[config.mk]
export PLATFORM = sky130hd
export DESIGN_NAME = seq_alu
export DESIGN_NICKNAME = d
export VERILOG_FILES = /design/src/rtl/alu_pkg.sv /design/src/rtl/alu_ctrl_dec.sv /design/src/rtl/seq_alu.sv
export SDC_FILE = /design/constraint.sdc
export NUM_CORES = 1
export LEC_CHECK = 0
export CORE_ASPECT_RATIO = 2
export CORE_UTILIZATION = 32
export CTS_CLUSTER_DIAMETER = 150
export DETAILED_ROUTE_END_ITERATION = 8
export GPL_ROUTABILITY_DRIVEN = 0
export PLACE_DENSITY_LB_ADDON = 0.08
export SKIP_LAST_GASP = 1
export SLEW_MARGIN = 10
export SYNTH_ARGS = -nofsm -noshare
export SYNTH_HDL_FRONTEND = slang
export SYNTH_SLANG_ARGS = --single-unit
[constraint.sdc]
create_clock -name clk -period 3.4 [get_ports clk]
set_input_delay 0.34 -clock clk [delete_from_list [all_inputs] [get_ports clk]]
set_output_delay 0.34 -clock clk [all_outputs]
set_load 0.05 [all_outputs]
[src/rtl/alu_pkg.sv]
// Shared types for the sequential ALU: control encodings,
// R-type funct values and FSM states.
package alu_pkg;

  typedef enum logic [3:0] {
    ALU_AND = 4'b0000,
    ALU_OR  = 4'b0001,
    ALU_ADD = 4'b0010,
    ALU_SLL = 4'b0011,
    ALU_MUL = 4'b0101,
    ALU_SRL = 4'b0111,
    ALU_SUB = 4'b1010,
    ALU_SLT = 4'b1011,
    ALU_ILL = 4'b1111
  } alu_ctrl_e;

  localparam logic [5:0] F_ADD = 6'b100000;
  localparam logic [5:0] F_SUB = 6'b100010;
  localparam logic [5:0] F_AND = 6'b100100;
  localparam logic [5:0] F_OR  = 6'b100101;
  localparam logic [5:0] F_SLT = 6'b101010;
  localparam logic [5:0] F_SRL = 6'b000010;
  localparam logic [5:0] F_SLL = 6'b000000;
  localparam logic [5:0] F_MUL = 6'b011000;

  typedef enum logic [1:0] {
    S_IDLE = 2'd0,
    S_RUN  = 2'd1,
    S_DONE = 2'd2
  } state_e;

endpackage

[src/rtl/alu_ctrl_dec.sv]
// ALU control decoder: maps aluop/funct to an alucontrol code.
// Purely combinational.
module alu_ctrl_dec
  import alu_pkg::*;
(
  input  logic [1:0] aluop,
  input  logic [5:0] funct,
  output alu_ctrl_e  alucontrol
);

  alu_ctrl_e fdec;

  always_comb begin
    fdec = ALU_ILL;
    unique case (1'b1)
      (funct == F_ADD): fdec = ALU_ADD;
      (funct == F_SUB): fdec = ALU_SUB;
      (funct == F_AND): fdec = ALU_AND;
      (funct == F_OR):  fdec = ALU_OR;
      (funct == F_SLT): fdec = ALU_SLT;
      (funct == F_SRL): fdec = ALU_SRL;
      (funct == F_SLL): fdec = ALU_SLL;
      (funct == F_MUL): fdec = ALU_MUL;
      default:          fdec = ALU_ILL;
    endcase
  end

  always_comb begin
    alucontrol = ALU_ILL;
    unique case (1'b1)
      (aluop == 2'b00): alucontrol = ALU_ADD;
      (aluop == 2'b01): alucontrol = ALU_SUB;
      (aluop == 2'b11): alucontrol = ALU_AND;
      default:          alucontrol = fdec;
    endcase
  end

endmodule

[src/rtl/seq_alu.sv]
// Sequential ALU: single-cycle logic ops, iterative shifts
// (one bit per cycle) and a shift-add multiplier.
module seq_alu
  import alu_pkg::*;
#(
  parameter int WIDTH = 32
) (
  input  logic             clk,
  input  logic             reset,
  input  logic             start,
  input  logic [1:0]       aluop,
  input  logic [5:0]       funct,
  input  logic [WIDTH-1:0] a,
  input  logic [WIDTH-1:0] b,
  output logic             busy,
  output logic             done,
  output logic [WIDTH-1:0] result,
  output logic             zero,
  output logic             illegal
);

  localparam int SHAMT_W = $clog2(WIDTH);
  localparam logic [SHAMT_W:0] CNT_ONE = (SHAMT_W+1)'(1);
  localparam logic [SHAMT_W:0] CNT_MUL = (SHAMT_W+1)'(WIDTH);

  alu_ctrl_e ctrl;
  alu_ctrl_e op;
  state_e    state;
  state_e    state_nxt;

  logic [SHAMT_W:0]   cnt;
  logic [WIDTH-1:0]   work;
  logic [WIDTH-1:0]   acc;
  logic [WIDTH-1:0]   mplier;
  logic [WIDTH-1:0]   work_nxt;
  logic [WIDTH-1:0]   acc_nxt;
  logic [WIDTH-1:0]   run_res;
  logic [WIDTH-1:0]   one_res;
  logic [SHAMT_W-1:0] n;
  logic               accept;
  logic               is_shift;
  logic               is_mul;
  logic               multi;
  logic               last;

  alu_ctrl_dec u_dec (
    .aluop      (aluop),
    .funct      (funct),
    .alucontrol (ctrl)
  );

  assign n        = b[SHAMT_W-1:0];
  assign accept   = start && (state != S_RUN);
  assign is_shift = (ctrl == ALU_SLL) || (ctrl == ALU_SRL);
  assign is_mul   = (ctrl == ALU_MUL);
  assign multi    = is_mul || (is_shift && (n != '0));
  assign last     = (cnt == CNT_ONE);

  assign busy = (state == S_RUN);
  assign done = (state == S_DONE);
  assign zero = (result == '0);

  always_comb begin
    one_res = '0;
    unique case (ctrl)
      ALU_ADD: one_res = a + b;
      ALU_SUB: one_res = a - b;
      ALU_AND: one_res = a & b;
      ALU_OR:  one_res = a | b;
      ALU_SLT: one_res = {{(WIDTH-1){1'b0}},
                          ($signed(a) < $signed(b))};
      ALU_SLL: one_res = a;
      ALU_SRL: one_res = a;
      default: one_res = '0;
    endcase
  end

  // work holds the value being shifted, or the multiplicand
  always_comb begin
    work_nxt = (op == ALU_SRL) ? (work >> 1) : (work << 1);
    acc_nxt  = acc + (mplier[0] ? work : '0);
    run_res  = (op == ALU_MUL) ? acc_nxt : work_nxt;
  end

  always_ff @(posedge clk) begin
    if (reset) state <= S_IDLE;
    else       state <= state_nxt;
  end

  always_comb begin
    state_nxt = state;
    unique case (state)
      S_IDLE, S_DONE: begin
        if (!accept)    state_nxt = S_IDLE;
        else if (multi) state_nxt = S_RUN;
        else            state_nxt = S_DONE;
      end
      S_RUN:   if (last) state_nxt = S_DONE;
      default: state_nxt = S_IDLE;
    endcase
  end

  always_ff @(posedge clk) begin
    if (reset) begin
      result  <= '0;
      illegal <= 1'b0;
      cnt     <= '0;
      op      <= ALU_ADD;
      work    <= '0;
      acc     <= '0;
      mplier  <= '0;
    end else if (accept) begin
      op     <= ctrl;
      work   <= a;
      acc    <= '0;
      mplier <= b;
      if (is_mul)        cnt <= CNT_MUL;
      else if (is_shift) cnt <= {1'b0, n};
      else               cnt <= '0;
      if (!multi) begin
        result  <= one_res;
        illegal <= (ctrl == ALU_ILL);
      end
    end else if (state == S_RUN) begin
      work   <= work_nxt;
      acc    <= acc_nxt;
      mplier <= mplier >> 1;
      cnt    <= cnt - CNT_ONE;
      if (last) begin
        result  <= run_res;
        illegal <= 1'b0;
      end
    end
  end

endmodule

# Word-level counts from Yosys, hierarchy flattened
# Cells that the tools add are included.
[word_totals]
romBits = 0
ram_bits = 0
wordCells = 82
output_inout_bits = 36
reg_bits = 141
memories = 0
latchBits = 0
[classes]
muxes = 26
addsub = 4
n_eq_ne = 25
shift = 0
magnitude_cmp = 1
reduce_logical = 16
n_bitwise = 2
div = 0
n_mul = 0
[op_table]
columns = ["operator", "n"]
rows = [
  ["32-bit two-way mux", 11],
  ["32-bit one-hot mux with 6 select lines", 1],
  ["32-bit adder", 2],
  ["32-bit AND", 1],
  ["32-bit logical NOT", 1],
  ["32-bit < comparator", 1],
  ["32-bit OR", 1],
  ["4-bit one-hot mux with 8 select lines", 1],
  ["32-bit subtractor", 1],
  ["6-bit equality test, second input constant", 5],
  ["6-bit two-way mux", 3],
  ["4-bit by 3-bit equality test with 1-bit output, second input constant", 4],
  ["4-bit equality test, second input constant", 3],
  ["4-bit one-hot mux with 3 select lines", 1],
  ["4-bit by 2-bit equality test with 1-bit output, second input constant", 2],
  ["6-bit by 1-bit equality test with 1-bit output, second input constant", 1],
  ["6-bit by 2-bit equality test with 1-bit output, second input constant", 1],
  ["6-bit by 5-bit equality test with 1-bit output, second input constant", 1],
  ["6-bit logical NOT", 1],
  ["2-bit two-way mux", 3],
  ["2-bit OR reduction", 3],
  ["6-bit by 1-bit subtractor with 6-bit output, second input constant", 1],
  ["5-bit two-way mux", 1],
  ["5-bit nonzero test", 1],
  ["13 further kinds", 23],
]

# Longest topological paths before layout
# Gate-level depths: netlist of the first run.
[depth]
word_depth = 10
mapped_depth = 15

# Modules after synthesis
# From an unflattened synthesis of the first run, not the netlist that was laid out.
[unflattened]
cells_unflattened = 1816
area_unflattened_um2 = 13571.8
[modules_own_cells]
columns = ["mod", "instances", "area_each_um2", "cells_per_inst"]
rows = [
  ["seq_alu", 1, 13406.6, 1793],
  ["alu_ctrl_dec", 1, 165.2, 23],
]

# Least setup slack after synthesis of the first run
# No wires, ideal clock.
[synth_timing]
kind = "reg-to-reg"
startpoint = "register mplier[0]"
endpoint = "register result[30]"
n_path_buf = 1
t_arrival_ns = 3.237
synth_period_minus_slack_ns = 3.363
setup_slack_ns = 0.037
path_stages_with_launch = 14
path_cell_list = "dfxtp_1 > clkbuf_1 > and2_1 > ha_1 > a21oi_2 > nand2_1 > a221oi_2 > or3b_1 > a211o_1 > o31a_1 > and3_1 > or3_1 > a221oi_2 > nor3_1"
[synth_between]
elab_chain_len = 6
[synth_rtl]
columns = ["element", "line", "source"]
rows = [
  ["from (decl)", "seq_alu.sv:34", "logic [WIDTH-1:0] mplier;"],
  ["from (signal assigned)", "seq_alu.sv:127", "mplier <= mplier >> 1;"],
  ["32-bit two-way mux", "seq_alu.sv:81", "acc_nxt = acc + (mplier[0] ? work : '0);"],
  ["32-bit adder", "seq_alu.sv:81", ""],
  ["32-bit two-way mux", "seq_alu.sv:82", "run_res = (op == ALU_MUL) ? acc_nxt : work_nxt;"],
  ["32-bit two-way mux", "seq_alu.sv:129", "if (last) begin"],
  ["32-bit two-way mux", "seq_alu.sv:124", "end else if (state == S_RUN) begin"],
  ["32-bit two-way mux", "seq_alu.sv:112", "end else if (accept) begin"],
  ["to (signal assigned)", "seq_alu.sv:121", "result <= one_res;"],
  ["to (signal assigned)", "seq_alu.sv:130", "result <= run_res;"],
  ["to (decl)", "seq_alu.sv:17", "output logic [WIDTH-1:0] result,"],
]
# No other way between the ends. The select of a mux whose other input is x is not followed.
# A chain may end at the register's enable or synchronous reset.

# Worst setup path after layout of the first run
# Same ends and word-level chain as after synthesis.

==> metrics.md, run 1 <==
| Metric | Value |
|---|---|
| Antenna Nets Post-Route | `0` |
| Initial Util | `0.325` |
| Final nets | `approximately 2400` |
| Slack of the critical path | `~0.0029 ns` |
| Vias | `15200` |
| Dpl ws | `-0.492 ns` |
| Slew Viols, Final | `0` |
| Cell Pwr Density | `310 nW/um^2` |
| Worst flop-to-flop path endpoint | `result[30]$_SDFFE_PP0P_` |
| Area grow syn2layout | `38.4%` |
| P_leak | `~8.1 nW` |
| DRT Pass-1 Iters | `5` |
| Multiplexer area fraction after synthesis | `0.0465` |
| CTS Buf Count | `17` |
| Final Skew | `about 0.013 ns` |
| Worst Hold Endpoint | `state[0]$_SDFFE_PP0P_` |
| Sw power | `0.00207 W` |
| Final WL | `just under 60000 um` |
| Crit Reg-Reg Startpoint | `mplier[0]$_SDFFE_PP0P_` |
| Die Wd | `146 um` |
| Fin. Hold Viols | `0` |
| Switching share of total power | `0.360` |
| Clock latency on the worst-skew pair | `between 0.4 and 0.5 ns` |
| Hold depth | `4` |
| Avg Cell Area, Syn | `7.45 um^2` |
| Detailed router's first-iteration violation count | `just over 900` |
| First-pass GRT wire length | `between 80000 and 90000 um` |
| CTS max path bufs | `2` |
| Clock power share | `0.342` |
| Main flop type after synthesis | `dfxtp_1` |
| CP arrival | `roughly 3.7 ns` |
| CTS root buf | `clkbuf_16` |
| Syn_nets | `between 2000 and 2500` |
| Kind of critical path | `reg2reg` |
| Simple-Gate Fraction of Synth Area | `0.194` |
| Post-synthesis sequential area ratio | `0.211` |
| Mapped Cells | `1794` |
| Asr flop ratio synth | `0` |
| Achievable frequency | `slightly below 300 MHz` |
| Die Y | `about 290 um` |
| Gate power share | `0.341` |
| Min-Delay Startpoint | `start` |
| Vias/cell | `between 5 and 6` |
| Commonest non-fill, non-tap cell in the layout | `buf_4` |
| Flop2flop setup slack | `roughly 0.0029 ns` |
| Most frequent cells in the layout | `buf_4 (350), nand2_1 (150), a21oi_1 (148)` |
| CTS tree | `yes` |
| Critical Path RT | `about 3.7 ns` |
| GR Overflow Total | `0` |
| Initial antenna violation count | `0` |
| Unrepaired setup endpoints after global routing | `yes` |
| Slew HR | `0.355` |
| Worst min path class | `in2reg` |
| Largest net degree at the start of global routing | `76` |
| Share of cells above drive strength 1 | `0.217` |
| Port bufs | `110` |
| Top cells by area, synth | `dfxtp_1 (21%), ha_1 (13%), a211oi_1 (5.7%)` |
| Worst-path clk slew | `around 0.070 ns` |
| Remaining routing DRC violations | `0` |
| Post-detail-place hpwl | `between 40000 and 50000 um` |
| GRT Total Usage | `0.274` |
| Cell Int Power | `between 0.003 and 0.004 W` |
| Inst Count DP | `between 2000 and 3000` |
| CP endpoint kind | `flop` |
| Core area | `around 41000 um^2` |
| Crit path time final | `3.40 ns` |
| Post-Synth XOR/XNOR Area | `0.0354` |
| Least-Margin Pin Slew | `around 0.96 ns` |
| Post-synth EDFFs | `0` |
| Placement row count | `105` |
| Largest area contributor in the netlist | `dfxtp_1` |
| Final std cells w/o fill | `between 2000 and 3000` |
| Ant. Diodes | `0` |
| Final period util | `0.999` |
| Max-cap violations | `0` |
| Synthesized area | `13400 um^2` |
| Main combinational cell family by area after synthesis | `compound AO/OA/AOI/OAI gates` |
| Reg2reg path depth | `13` |
| Synthesized flop and latch total | `approximately 140` |
| Status | `finished, final reports clean` |
| Wire per inst | `roughly 22 um` |
| Die Area | `42600 um^2` |
| Sequential Power Share | `0.318` |
| CP Max Fanout | `8` |
| Htree depth | `4` |
| Sink Count | `~140` |
| Setup TNS | `0 ns` |
| Hold Buf Count CTS | `0` |
| Maximum VDD drop | `0.392 mV` |
| Yosys top cell area share | `0.211` |
| Synth Area in Adders | `0.132` |
| Yosys cell types | `between 70 and 80` |
| Vias in the first global route | `~16000` |
| Yosys warns | `0` |
| Top Ports | `~110` |
| Final setup violation count | `0` |
| Synth Area in Compound Gates | `0.315` |
| CP startpoint kind | `flop` |
==> state kept, by name (all words and copies together), names as in the netlist <==
signal   flops
result      32
work        32
cnt          6
state        2
mplier      32
op           4
illegal      1
acc         32
==> per-layer routing <==
layer	up-vias	global-route usage	share of wire
met5	-	0	0
met4	0	0.176	0.064
met3	168	0.0323	0.033
met2	417	0.507	0.52
met1	7268	0.290	0.38
li1	7320	-	-
==> worst max-delay path by stage <==
| stage | start | to | slack [ns] | cells after the start |
|---|---|---|---|---|
| 2_1_floorplan | mplier[0]$_SDFFE_PP0P_ | result[30]$_SDFFE_PP0P_ | 0.04 | 13 |
| 3_3_place_gp | a[7] | result[30]$_SDFFE_PP0P_ | -0.48 | 16 |
| 3_5_place_dp | a[7] | result[30]$_SDFFE_PP0P_ | -0.49 | 16 |
| 4_1_cts | mplier[0]$_SDFFE_PP0P_ | result[30]$_SDFFE_PP0P_ | -0.07 | 15 |
| 5_1_grt | mplier[0]$_SDFFE_PP0P_ | result[30]$_SDFFE_PP0P_ | -0.13 | 13 |
| 6_report | mplier[0]$_SDFFE_PP0P_ | result[30]$_SDFFE_PP0P_ | 0.003 | 13 |
==> timing repair <==
item	CTS	global route
hold endpoints to repair	0	0
gates cloned	0	0
setup buffers	10	3
pin swaps	25	12
setup endpoints to repair	22	25
resized for setup	50	32
==> power by group through the flow <==
stage	logic [W]	registers, W	clock network [W]
after floorplan	0.000888	0.00193	0
after global placement	0.00190	0.00186	0
after detailed placement	0.00190	0.00186	0
after CTS	0.00193	0.00182	0.00200
after global routing	0.00210	0.00183	0.00206
final	0.00196	0.00183	0.00196
==> critical path: stages (launching register included) <==
cell	delay, ns
dfxtp_4	0.37
buf_12	0.13
and2_4	0.14
ha_4	0.24
a21oi_4	0.17
nand2_2	0.09
a221oi_4	0.34
or3b_4	0.41
a211o_1	0.30
o31a_1	0.29
and3_4	0.19
or3_4	0.33
a221oi_2	0.22
nor3_1	0.06
==> cells by family after synthesis <==
| logic type | after synthesis |
|---|---|
| buf+inv | 232 |
| mux | 62 |
| xor+xnor | 54 |
| simple gates | 539 |
| flops | 141 |
| compound gates | 627 |
| fa+ha+maj | 139 |
==> cell type report <==
cell class / instances / area [um^2]
clock buffers: 21 / 470
repair buffers: 468 / 3890
multi-input cells: 1421 / 10100
clock inverters: 11 / 105
flip-flops and latches: 141 / 2830
inverters: 114 / 429
fillers: 4206 / 22600
well taps: 535 / 669
==> synth_stat cells (11+ instances only) <==
cell type and instances:
o31ai_1 14, buf_1 15, o21ai_0 109, inv_1 114
nor4_1 17, a221oi_1 34, o211ai_1 18, a22oi_1 14
nand3_1 29, xnor2_1 42, a211oi_1 102, o21a_1 11
nor2_1 142, a21oi_1 153, o21bai_1 14, mux2i_1 61
o221ai_1 21, and2_1 43, xor2_1 12, ha_1 136
nor3_1 37, a31oi_1 26, nor2b_1 40, or3_1 11
a21o_1 33, nand2_1 152, clkbuf_1 96, dfxtp_1 141
a311oi_1 15, and3_1 14, nand2b_1 18
==> stage by stage <==
step                      instance area [um^2]  total power [W]  utilization  hold slack, ns
final                                    18500          0.00574        0.450           0.336
after detailed placement                 17400          0.00376        0.423           0.449
after CTS                                18300          0.00575        0.446           0.314
after global placement                   17400          0.00376        0.423           0.444
after floorplan                          13400          0.00282            -           0.436
after global routing                     18500          0.00599        0.450           0.362
(Power assumes the default switching activity.)
==> run 2: changes to the inputs <==
--- a/config.mk
+++ b/config.mk
@@ -6,6 +6,7 @@
 export NUM_CORES = 1
 export LEC_CHECK = 0
 export CORE_ASPECT_RATIO = 2
+export CORE_MARGIN = 3
 export CORE_UTILIZATION = 32
 export CTS_CLUSTER_DIAMETER = 150
 export DETAILED_ROUTE_END_ITERATION = 8
==> run 2 against run 1 <==
Sequential power hardly changed. Combinational power about the same. Register-to-register slack improved by 0.06 ns. Non-clock buffer count is 14 lower. Routed wire length rose by 0.59%. First-iteration DRC count up 20%. Clock skew is 0.0044 ns lower. Total power up 1.0%. Clock-buffer cell count fell by 2. Largest cell class unchanged. Highest routed layer unchanged.
==> metrics.md, run 2 (synthesis gave the netlist of run 1 again) <==
| Metric | Value |
|---|---|
| Status | `finished, final reports clean` |
| Most frequent cells in the layout | `buf_4 (337), nand2_1 (150), a21oi_1 (146)` |
| Port bufs | `110` |
| Worst path cell trace | `nor4_1, buf_4, nand4_1, nor2_1, clkdlybuf4s50_1` |
| Die Wd | `150 um` |
| CTS max path bufs | `2` |
| Ant. Diodes | `0` |
| Flop2flop setup slack | `around 0.060 ns` |
| Crit-path slowest cell | `clkdlybuf4s50_1` |
| Final WL | `~60000 um` |
| GRT Total Usage | `0.262` |
| P_leak | `8.04 nW` |
| Cell Int Power | `around 0.0037 W` |
| Unrepaired setup endpoints after global routing | `yes` |
| CTS root buf | `clkbuf_16` |
| Area grow syn2layout | `38.2%` |
| Crit path time final | `between 3 and 4 ns` |
| Final nets | `about 2400` |
| DRT Pass-1 Iters | `6` |
| Sequential Power Share | `0.315` |
| GR Overflow Total | `0` |
| Slew Viols, Final | `0` |
| Min-Delay Startpoint | `b[0]` |
| Placement row count | `~110` |
| Sink Count | `~140` |
| Top Ports | `~110` |
| Slew HR | `0.298` |
| Initial Util | `0.325` |
| Htree depth | `4` |
| Worst min path class | `in2reg` |
| Die Y | `approximately 290 um` |
| Clock power share | `0.352` |
| CP endpoint kind | `primary output` |
| Vias in the first global route | `approximately 15000` |
| Final period util | `0.998` |
| Worst-path clk slew | `approximately 0.07 ns` |
| Inst Count DP | `~2700` |
| Fin. Hold Viols | `0` |
| Utilization after layout | `0.449` |
| Largest net degree at the start of global routing | `between 70 and 80` |
| Least-Margin Pin Slew | `1.05 ns` |
| Post-detail-place hpwl | `approximately 47000 um` |
| Antenna Nets Post-Route | `0` |
| Clock latency on the worst-skew pair | `between 0.4 and 0.5 ns` |
| Wire per inst | `21.7 um` |
| Top delay family on crit path | `simple AND/OR/NAND/NOR gates` |
| Core area | `around 41000 um^2` |
| CP startpoint kind | `flop` |
| CP Max Fanout | `4` |
| Switching share of total power | `0.358` |
| Share of cells above drive strength 1 | `0.218` |
| Max-cap violations | `0` |
| Worst path max stage delay | `between 0.8 and 0.9 ns` |
| Die Area | `about 44000 um^2` |
| Hold Buf Count CTS | `0` |
| Final setup violation count | `0` |
| Final Skew | `~0.0089 ns` |
| Commonest non-fill, non-tap cell in the layout | `buf_4` |
| Crit path buf inv count | `2` |
| Kind of critical path | `reg2out` |
| Gate power share | `0.333` |
| Cell Pwr Density | `between 300 and 400 nW/um^2` |
| Achievable frequency | `a little under 300 MHz` |
| Sw power | `0.00208 W` |
| Vias | `~15000` |
| Initial antenna violation count | `0` |
| Critical Path RT | `just over 3 ns` |
| Maximum VDD drop | `just under 0.4 mV` |
| CTS Buf Count | `17` |
| Vias/cell | `5.57` |
| Crit Reg-Reg Startpoint | `mplier[0]$_SDFFE_PP0P_` |
| Crit. Startpoint | `result[31]$_SDFFE_PP0P_` |
| First-pass GRT wire length | `88800 um` |
| CTS tree | `yes` |
| Detailed router's first-iteration violation count | `approximately 1100` |
| Remaining routing DRC violations | `0` |
| Final std cells w/o fill | `2697` |
| CP arrival | `3.05 ns` |
run 2: cell count changes in the layout (fill, tap and decap cells not counted), moves of 4 or more:
cell / change
o21ai_0: -4
buf_6: +4
o21ai_1: +5
buf_4: -13
run 2: what timing repair did:
item | 4_1_cts | 5_1_grt
gates cloned | 0 | 0
gates resized for setup | 49 | 50
pin swaps | 20 | 21
setup buffers | 9 | 4
setup endpoints to repair | 25 | 23
run 2: per-stage QoR:
stage	setup TNS, ns	area (um^2)	setup WS (ns)	hold WS [ns]	total power [W]
2_1_floorplan	0	13400	0.0369	0.436	0.00282
3_3_place_gp	-6.48	17200	-0.469	0.443	0.00373
3_5_place_dp	-7.29	17200	-0.493	0.451	0.00374
4_1_cts	-0.0635	18200	-0.0405	0.399	0.00581
5_1_grt	-0.328	18500	-0.0741	0.372	0.00605
6_report	0	18500	0.00619	0.348	0.00580
run 2: cell type report:
| type | instances | area, um^2 |
|---|---|---|
| Sequential cell | 141 | 2830 |
| Clock buffer | 19 | 453 |
| Multi-Input combinational cell | 1421 | 10200 |
| Clock inverter | 13 | 155 |
| Timing Repair Buffer | 454 | 3750 |
| Inverter | 114 | 429 |
| Fill cell | 4162 | 22700 |
| Tap cell | 535 | 669 |
run 2: power groups by stage:
stage	clock network [W]	logic (W)	registers, W
2_1_floorplan	0	0.000888	0.00193
3_3_place_gp	0	0.00187	0.00186
3_5_place_dp	0	0.00188	0.00186
4_1_cts	0.00209	0.00190	0.00182
5_1_grt	0.00213	0.00208	0.00183
6_report	0.00204	0.00193	0.00183
run 2: worst reg2reg max path, cell delays in order, from the launching register on:
cell	delay, ns
dfxtp_4	0.38
buf_6	0.14
and2_4	0.16
ha_4	0.23
a21oi_2	0.15
o21ai_2	0.10
a221oi_4	0.28
or3b_4	0.42
a211o_1	0.28
o31a_1	0.30
and3_4	0.19
or3_4	0.33
a221oi_2	0.21
nor3_1	0.06
run 2: metal layers:
metal | global-route usage | wire length [um] | vias to the layer above
li1 | - | - | 7278
met1 | 0.283 | 22200 | 7156
met2 | 0.488 | 30900 | 436
met3 | 0.0322 | 2190 | 149
met4 | 0.140 | 3420 | 0
met5 | 0 | 0 | -
run 2: path summary, 6_finish.rpt:
check / endpoint / cells after the start
worst max-delay path: zero / 5
worst min-delay path: cnt[0]$_SDFFE_PP0P_ / 4
worst max register to register: result[30]$_SDFFE_PP0P_ / 13
worst min register to register: acc[20]$_SDFFE_PP0P_ / 2
